[config.mk]
export PLATFORM = sky130hd
export DESIGN_NAME = wb_stage
export DESIGN_NICKNAME = d
export VERILOG_FILES = /design/src/rtl/wb_stage.sv
export SDC_FILE = /design/constraint.sdc
export NUM_CORES = 1
export LEC_CHECK = 0
export CAP_MARGIN = 25
export CORE_ASPECT_RATIO = 1.2
export CORE_MARGIN = 5
export CORE_UTILIZATION = 48
export CTS_BUF_LIST = sky130_fd_sc_hd__clkbuf_8
export DETAILED_ROUTE_END_ITERATION = 10
export PLACE_DENSITY_LB_ADDON = 0.12
export SYNTH_ARGS = -nofsm -noshare
export SYNTH_HDL_FRONTEND = slang
export SYNTH_SLANG_ARGS = --single-unit
[constraint.sdc]
create_clock -name clk -period 7.4 [get_ports clk]
set_input_delay 2.22 -clock clk [delete_from_list [all_inputs] [get_ports clk]]
set_output_delay 2.22 -clock clk [all_outputs]
set_load 0.1 [all_outputs]
[src/rtl/wb_stage.sv]
// Writeback stage: registers the EX instruction and result, aligns load data and drives the regfile write port.
// Latency: one cycle from EX to WB; wrt_* and stall_ex are combinational from WB state and dmem_rvalid.
// Backpressure: stall_ex holds EX/IF and freezes WB while a load response is outstanding, up to LOAD_TIMEOUT cycles.
//
// Ports:
//   clk, reset           clock and synchronous active-high reset
//   ex_valid, ex_flush   EX instruction valid / squash (flush captures NOP_INST)
//   ex_inst, ex_pc       EX instruction word and its PC
//   ex_alu, ex_rs1       ALU result (address or value) and forwarded rs1 (CSR source)
//   dmem_rdata/rvalid    load data word and its valid strobe
//   inst_WB, wrt_addr    instruction in WB and its destination (0 if no write), for the hazard unit
//   wrt_data, wrt_en     regfile write data / forwarding value and write strobe
//   stall_ex             hold EX and IF this cycle
//   load_err             sticky load-timeout flag
//   csr_tohost           tohost CSR, present only when WB_CSR_EN is defined
module wb_stage #(
  parameter int unsigned LOAD_TIMEOUT = 16,
  parameter logic [31:0] NOP_INST     = 32'h0000_0013
) (
  input  logic        clk,
  input  logic        reset,
  input  logic        ex_valid,
  input  logic        ex_flush,
  input  logic [31:0] ex_inst,
  input  logic [31:0] ex_pc,
  input  logic [31:0] ex_alu,
  input  logic [31:0] ex_rs1,
  input  logic [31:0] dmem_rdata,
  input  logic        dmem_rvalid,
  output logic [31:0] inst_WB,
  output logic [4:0]  wrt_addr,
  output logic [31:0] wrt_data,
  output logic        wrt_en,
  output logic        stall_ex,
  output logic        load_err
`ifdef WB_CSR_EN
  ,
  output logic [31:0] csr_tohost
`endif
);

  localparam logic [6:0] OPC_R      = 7'b0110011;
  localparam logic [6:0] OPC_I      = 7'b0010011;
  localparam logic [6:0] OPC_LOAD   = 7'b0000011;
  localparam logic [6:0] OPC_LUI    = 7'b0110111;
  localparam logic [6:0] OPC_AUIPC  = 7'b0010111;
  localparam logic [6:0] OPC_JAL    = 7'b1101111;
  localparam logic [6:0] OPC_JALR   = 7'b1100111;
  localparam logic [7:0] TIMEOUT    = 8'(LOAD_TIMEOUT);
`ifdef WB_CSR_EN
  localparam logic [6:0]  OPC_CSR    = 7'b1110011;
  localparam logic [2:0]  FNC_RW     = 3'b001;
  localparam logic [11:0] CSR_TOHOST = 12'h51E;
`endif

  typedef enum logic {S_RUN, S_WAIT} state_t;

  typedef struct packed {
    logic        vld;
    logic [31:0] inst;
    logic [31:0] pc;
    logic [31:0] alu;
  } wb_reg_t;

  wb_reg_t     wb_q;
  state_t      state, state_nxt;
  logic [7:0]  cnt, cnt_nxt;
  logic        set_err;
  logic        is_load;
  logic        ex_live;
  logic [6:0]  opcode;
  logic [2:0]  funct3;
  logic [1:0]  off;
  logic [7:0]  ld_byte;
  logic [15:0] ld_half;
  logic [31:0] ld_data;

  assign ex_live = ex_valid && !ex_flush;

  always_ff @(posedge clk) begin
    if (reset) begin
      wb_q     <= '{vld: 1'b0, inst: NOP_INST, pc: 32'd0, alu: 32'd0};
      state    <= S_RUN;
      cnt      <= 8'd0;
      load_err <= 1'b0;
`ifdef WB_CSR_EN
      csr_tohost <= 32'd0;
`endif
    end else begin
      state <= state_nxt;
      cnt   <= cnt_nxt;
      if (set_err) load_err <= 1'b1;
      // A stall freezes WB, so a flush arriving while stalled has no effect;
      // EX re-presents its instruction once the stall drops.
      if (!stall_ex) begin
        wb_q.vld  <= ex_live;
        wb_q.inst <= ex_live ? ex_inst : NOP_INST;
        wb_q.pc   <= ex_pc;
        wb_q.alu  <= ex_alu;
`ifdef WB_CSR_EN
        // tohost is written as the CSR instruction enters WB, never via rd.
        if (ex_live && ex_inst[6:0] == OPC_CSR && ex_inst[14:12] == FNC_RW &&
            ex_inst[31:20] == CSR_TOHOST)
          csr_tohost <= ex_rs1;
`endif
      end
    end
  end

`ifndef WB_CSR_EN
  logic unused_rs1;
  assign unused_rs1 = ^ex_rs1;
`endif

  assign inst_WB = wb_q.inst;
  assign opcode  = wb_q.inst[6:0];
  assign funct3  = wb_q.inst[14:12];
  assign is_load = wb_q.vld && (opcode == OPC_LOAD);

  always_comb begin
    wrt_addr = 5'd0;
    case (opcode)
      OPC_R, OPC_I, OPC_LOAD, OPC_LUI, OPC_AUIPC, OPC_JAL, OPC_JALR:
        wrt_addr = wb_q.inst[11:7];
      default: wrt_addr = 5'd0;
    endcase
  end

  // Byte lane from the full offset, half lane from offset bit 1 only.
  assign off     = wb_q.alu[1:0];
  assign ld_byte = dmem_rdata[{off, 3'b000} +: 8];
  assign ld_half = dmem_rdata[{off[1], 4'b0000} +: 16];

  always_comb begin
    ld_data = dmem_rdata;
    case (funct3)
      3'b000:  ld_data = {{24{ld_byte[7]}}, ld_byte};
      3'b001:  ld_data = {{16{ld_half[15]}}, ld_half};
      3'b100:  ld_data = {24'd0, ld_byte};
      3'b101:  ld_data = {16'd0, ld_half};
      default: ld_data = dmem_rdata;
    endcase
  end

  always_comb begin
    wrt_data = wb_q.alu;
    case (opcode)
      OPC_JAL, OPC_JALR: wrt_data = wb_q.pc + 32'd4;
      OPC_LOAD:          wrt_data = ld_data;
      default:           wrt_data = wb_q.alu;
    endcase
  end

  // A load writes only in the cycle its data arrives; a timed-out load never writes.
  assign wrt_en = wb_q.vld && (wrt_addr != 5'd0) && (!is_load || dmem_rvalid);

  always_comb begin
    state_nxt = state;
    cnt_nxt   = cnt;
    stall_ex  = 1'b0;
    set_err   = 1'b0;
    case (state)
      S_RUN: begin
        if (is_load && !dmem_rvalid) begin
          stall_ex  = 1'b1;
          cnt_nxt   = 8'd1;
          state_nxt = S_WAIT;
        end
      end
      S_WAIT: begin
        if (dmem_rvalid) begin
          cnt_nxt   = 8'd0;
          state_nxt = S_RUN;
        end else if (cnt == TIMEOUT) begin
          set_err   = 1'b1;
          cnt_nxt   = 8'd0;
          state_nxt = S_RUN;
        end else begin
          cnt_nxt  = cnt + 8'd1;
          stall_ex = 1'b1;
        end
      end
      default: state_nxt = S_RUN;
    endcase
  end

endmodule

# == Word-level counts from Yosys, hierarchy flattened ==
# Cells that the tools add are included.
# op_classes
shifts,2
eq_ne,12
n_reduce_logical,13
addsub,2
n_bitwise,1
muxes,15
# ops
cell,count
32-bit case mux with 4 select lines,1
32-bit case mux with 2 select lines,1
"32-bit by 3-bit adder with 32-bit output, second input constant",1
32-bit two-way mux,1
32-bit by 6-bit indexed part select with 16-bit output,1
32-bit by 6-bit indexed part select with 8-bit output,1
8-bit two-way mux,3
8-bit case mux with 2 select lines,1
"7-bit by 5-bit equality test with 1-bit output, second input constant",2
"7-bit by 6-bit equality test with 1-bit output, second input constant",2
"7-bit equality test, second input constant",2
"8-bit by 1-bit adder with 8-bit output, second input constant",1
"8-bit by 5-bit equality test with 1-bit output, second input constant",1
"7-bit by 2-bit equality test with 1-bit output, second input constant",1
7-bit OR reduction,1
"3-bit equality test, second input constant",2
1-bit two-way mux,6
1-bit logical AND,5
5-bit two-way mux,1
5-bit nonzero test,1
"3-bit by 1-bit equality test with 1-bit output, second input constant",1
1-bit zero test,3
3-bit zero test,1
"2-bit != test, second input constant",1
other kinds (4),4
# word_totals
elab_cells,52
reg_bits,107

# == Depth between registers and ports, before layout ==
# logic_depth
depth_word,6
ltp_mapped,9

# == Least setup slack after synthesis ==
# Ideal clock, no wire load.
# synth_timing
path_kind,input-to-output
from,input port dmem_rdata[10]
to,output port wrt_data[2]
cell_stages,4
path_slack_ns,0.385
required_time_ns,5.180
t_arrival_ns,4.795
n_path_buf,0
path_cell_list,inv_1 -> o21ai_0 -> o22ai_1 -> o31ai_1
# synth_between
elab_chain_cells,3
# synth_lines
element,line_no,text
from (decl),28,"input logic [31:0] dmem_rdata,"
32-bit by 6-bit indexed part select with 8-bit output,131,"assign ld_byte = dmem_rdata[{off, 3'b000} +: 8];"
32-bit case mux with 4 select lines,136,case (funct3)
32-bit case mux with 2 select lines,147,case (opcode)
to (decl),32,"output logic [31:0] wrt_data,"
# No other way between the ends.

# == Final worst setup path ==
# layout_timing
from,input port dmem_rdata[23]
to,output port wrt_data[15]
# Same word-level chain as after synthesis.

==> impl_metrics.json <==
{
  "clock_path_buffers": 2,
  "syn_area_um2": 5796,
  "maxCapViolCount": 0,
  "grt_max_degree": 88,
  "r2r-start": "cnt[0]$_SDFFE_PP0P_",
  "rows": 44,
  "grt_pass1_vias": 5489,
  "period_share_pct": 90.75,
  "first_pass_iters": 8,
  "cts-root-buf": "clkbuf_8",
  "finalCriticalPeriod_ns": 6.716,
  "powerDensity_nw_per_um2": 166.3,
  "hold_viol_final": 0,
  "grt-ovfl-total": 0,
  "wl_per_cell_um": 18.40,
  "power_frac_clock_pct": 25.6,
  "met3_usage_pct": 7.764,
  "slew-limit-headroom_pct": 25.66,
  "worst_slew_pin_slew_ns": 1.111,
  "endpoint_kind": "primary output",
  "r2r_setup_slack_ns": 3.90,
  "critPathLaunch": "dmem_rdata[23]",
  "synth-compound-area-share_pct": 15.16,
  "top_usage_layer": "met2",
  "timing.fmax_mhz": 148.9,
  "yosysWarnings": 0,
  "synth_area_per_cell_um2": 8.498,
  "area_delta_synth_final_pct": 33.23,
  "die-width_um": 110.3,
  "dieArea_um2": 14380,
  "crit_fanout": 5,
  "numCtsBuffers": 9,
  "use_met1_pct": 28.33,
  "power_leakage_nw": 3.257,
  "ys_types": 47,
  "synth-xor-area-share_pct": 4.231,
  "clk_pin_slew_worst_paths_ns": 0.10,
  "vias_per_cell": 5.556,
  "setup_tns_ns": 0,
  "drv_slew": 0,
  "swShare_pct": 33.48,
  "die_y_um": 130.4,
  "insertion_delay_ns": 0.38,
  "synthAdderAreaFrac_pct": 0.6477,
  "ios": 237,
  "yosysTopAreaCell": "dfxtp_1",
  "status": "finished clean",
  "clock-sinks": 107,
  "synth-seq-cells": 107,
  "ir_drop_mv": 0.07862,
  "synth_top_family_by_area": "simple AND/OR/NAND/NOR gates",
  "finalWirelength_mm": 18.29,
  "clock-skew-final_ns": 0.009074,
  "core-area_um2": 11950,
  "diodes": 0,
  "synth_edf_count": 0,
  "synth_nets": 850,
  "yosysSeqAreaShare_pct": 36.96,
  "pre_cts_ws_ns": 0.7203,
  "cts_tree": "yes",
  "start_kind": "primary input",
  "drtIter0Drc": 356,
  "start_util_pct": 48.51,
  "fin_area_um2": 7721,
  "hp-class": "flip-flop to flip-flop",
  "hold_buffers": 0,
  "p_int_uw": 854.2,
  "switchingPower_uw": 429.9,
  "drc": 0,
  "synth_flop_cell": "dfxtp_1",
  "dpl.hpwl_mm": 13.79,
  "fin_ws_ns": 0.6842,
  "cts_resized": 0,
  "dpl-instance-area_um2": 7553,
  "grt_pass1_wl_mm": 28.07,
  "antenna_found_initial": 0,
  "worstPathArrival_ns": 4.50,
  "worstSetupPathType": "primary input to primary output",
  "ant_nets": 0,
  "use_met2_pct": 43.21,
  "power_frac_seq_pct": 48.6,
  "htreeDepth": 3,
  "synthArstFlopShare_pct": 0,
  "finalSetupViolations": 0,
  "min-delay-start": "inst_WB[26]$_SDFFE_PP0N_",
  "io_buffers": 204,
  "gp_congestion": 0.9562,
  "fin_hold_ws_ns": 0.4843,
  "nNetsFinal": 997,
  "num_vias": 5523,
  "synth_commonest_cells": "dfxtp_1, nor2_1, mux2i_1",
  "rsz0062_at_grt": "false",
  "postCtsSetupRepairBufs": 0,
  "grt_usage_pct": 25.23,
  "combPwrFrac_pct": 25.9,
  "synth_top_area_share_pct": 36.96,
  "synth_most_common_cell": "dfxtp_1",
  "synth_area_leaders": "dfxtp_1, mux2i_1, nor2_1",
  "synth_simple_gate_area_share_pct": 21.20,
  "critPathRequiredTime_ns": 5.18,
  "synthMuxAreaShare_pct": 12.76,
  "nFillCells": 1041,
  "finish.utilization_pct": 64.63,
  "syn_inst": 682,
  "drive_gt1_share_pct": 8.283
}
## metrics by stage
step | instances | total power [mW]
global route | 994 | 1.337
floorplan | 682 | 0.8421
detailed placement | 979 | 0.9683
CTS | 994 | 1.294
global placement | 979 | 0.9641
finish | 994 | 1.284
## logic make-up (layout without fill, tap and decap cells)
logic type,after synthesis,in the layout
AO/OA/AOI/OAI,130,130
AND/OR/NAND/NOR,249,249
XOR/XNOR,28,28
adder cells (fa/ha/maj),3,3
multiplexers,72,72
flip-flops,107,107
buffers and inverters,93,244
## sequential cells by signal (all words and copies together) (netlist names)
signal    cells
inst_WB      32
load_err      1
wb_q         63
off           2
state         1
cnt           8
## placed cells by master, fill, tap and decap left out, types with 2 or more instances in the layout
cell	n
a311oi_1	6
clkinv_2	2
dfxtp_1	107
a41oi_1	3
xnor2_1	5
a221oi_1	25
nor3_1	12
nor2_1	89
nand3_1	48
a21oi_1	13
nand2_1	32
mux2i_1	66
and2_1	6
a221o_1	10
clkbuf_8	10
nor3b_2	2
nor4_1	3
nand4_1	9
nor4_2	2
o22ai_1	7
ha_1	3
nand2b_1	33
o21ai_0	55
a31oi_1	3
buf_4	41
o31ai_1	2
and3_1	4
xor2_1	23
mux2_2	5
inv_1	19
clkdlybuf4s50_1	169
## power groups by stage
stage	combinational [mW]	sequential, mW	clock [mW]
floorplan	0.214	0.628	0
global placement	0.329	0.635	0
detailed placement	0.332	0.636	0
CTS	0.333	0.623	0.338
global route	0.349	0.627	0.361
finish	0.332	0.623	0.328
## layout make-up
type	instances	area (um^2)	share of cell area, %
multi-input combinational	482	3138	40.64
sequential	107	2142	27.74
timing repair buffer	211	2004	25.96
tap	161	201.4	2.609
clock buffer	10	137.6	1.783
inverter	18	67.56	0.8751
clock inverter	5	30.03	0.3889
## worst paths after layout
path | cells after the start | endpoint
max | 8 | wrt_data[15]
max reg2reg | 9 | wb_q[39]$_SDFFE_PP0N_
min | 2 | inst_WB[26]$_SDFFE_PP0N_
min reg2reg | 2 | inst_WB[26]$_SDFFE_PP0N_
## metal layers
metal / wire, um / vias to the layer above
met5: 0 / -
met4: 688 / 0
met3: 1878 / 38
met2: 8838 / 237
met1: 6885 / 2549
li1: - / 2699
## critical path: stages
cell             delay (ns)
clkdlybuf4s50_1        0.49
mux4_2                 0.48
a21oi_1                0.32
buf_4                  0.21
a221oi_1               0.08
a21oi_1                0.25
o21ai_0                0.17
buf_4                  0.28
Power figures use the tool's default switching activity.
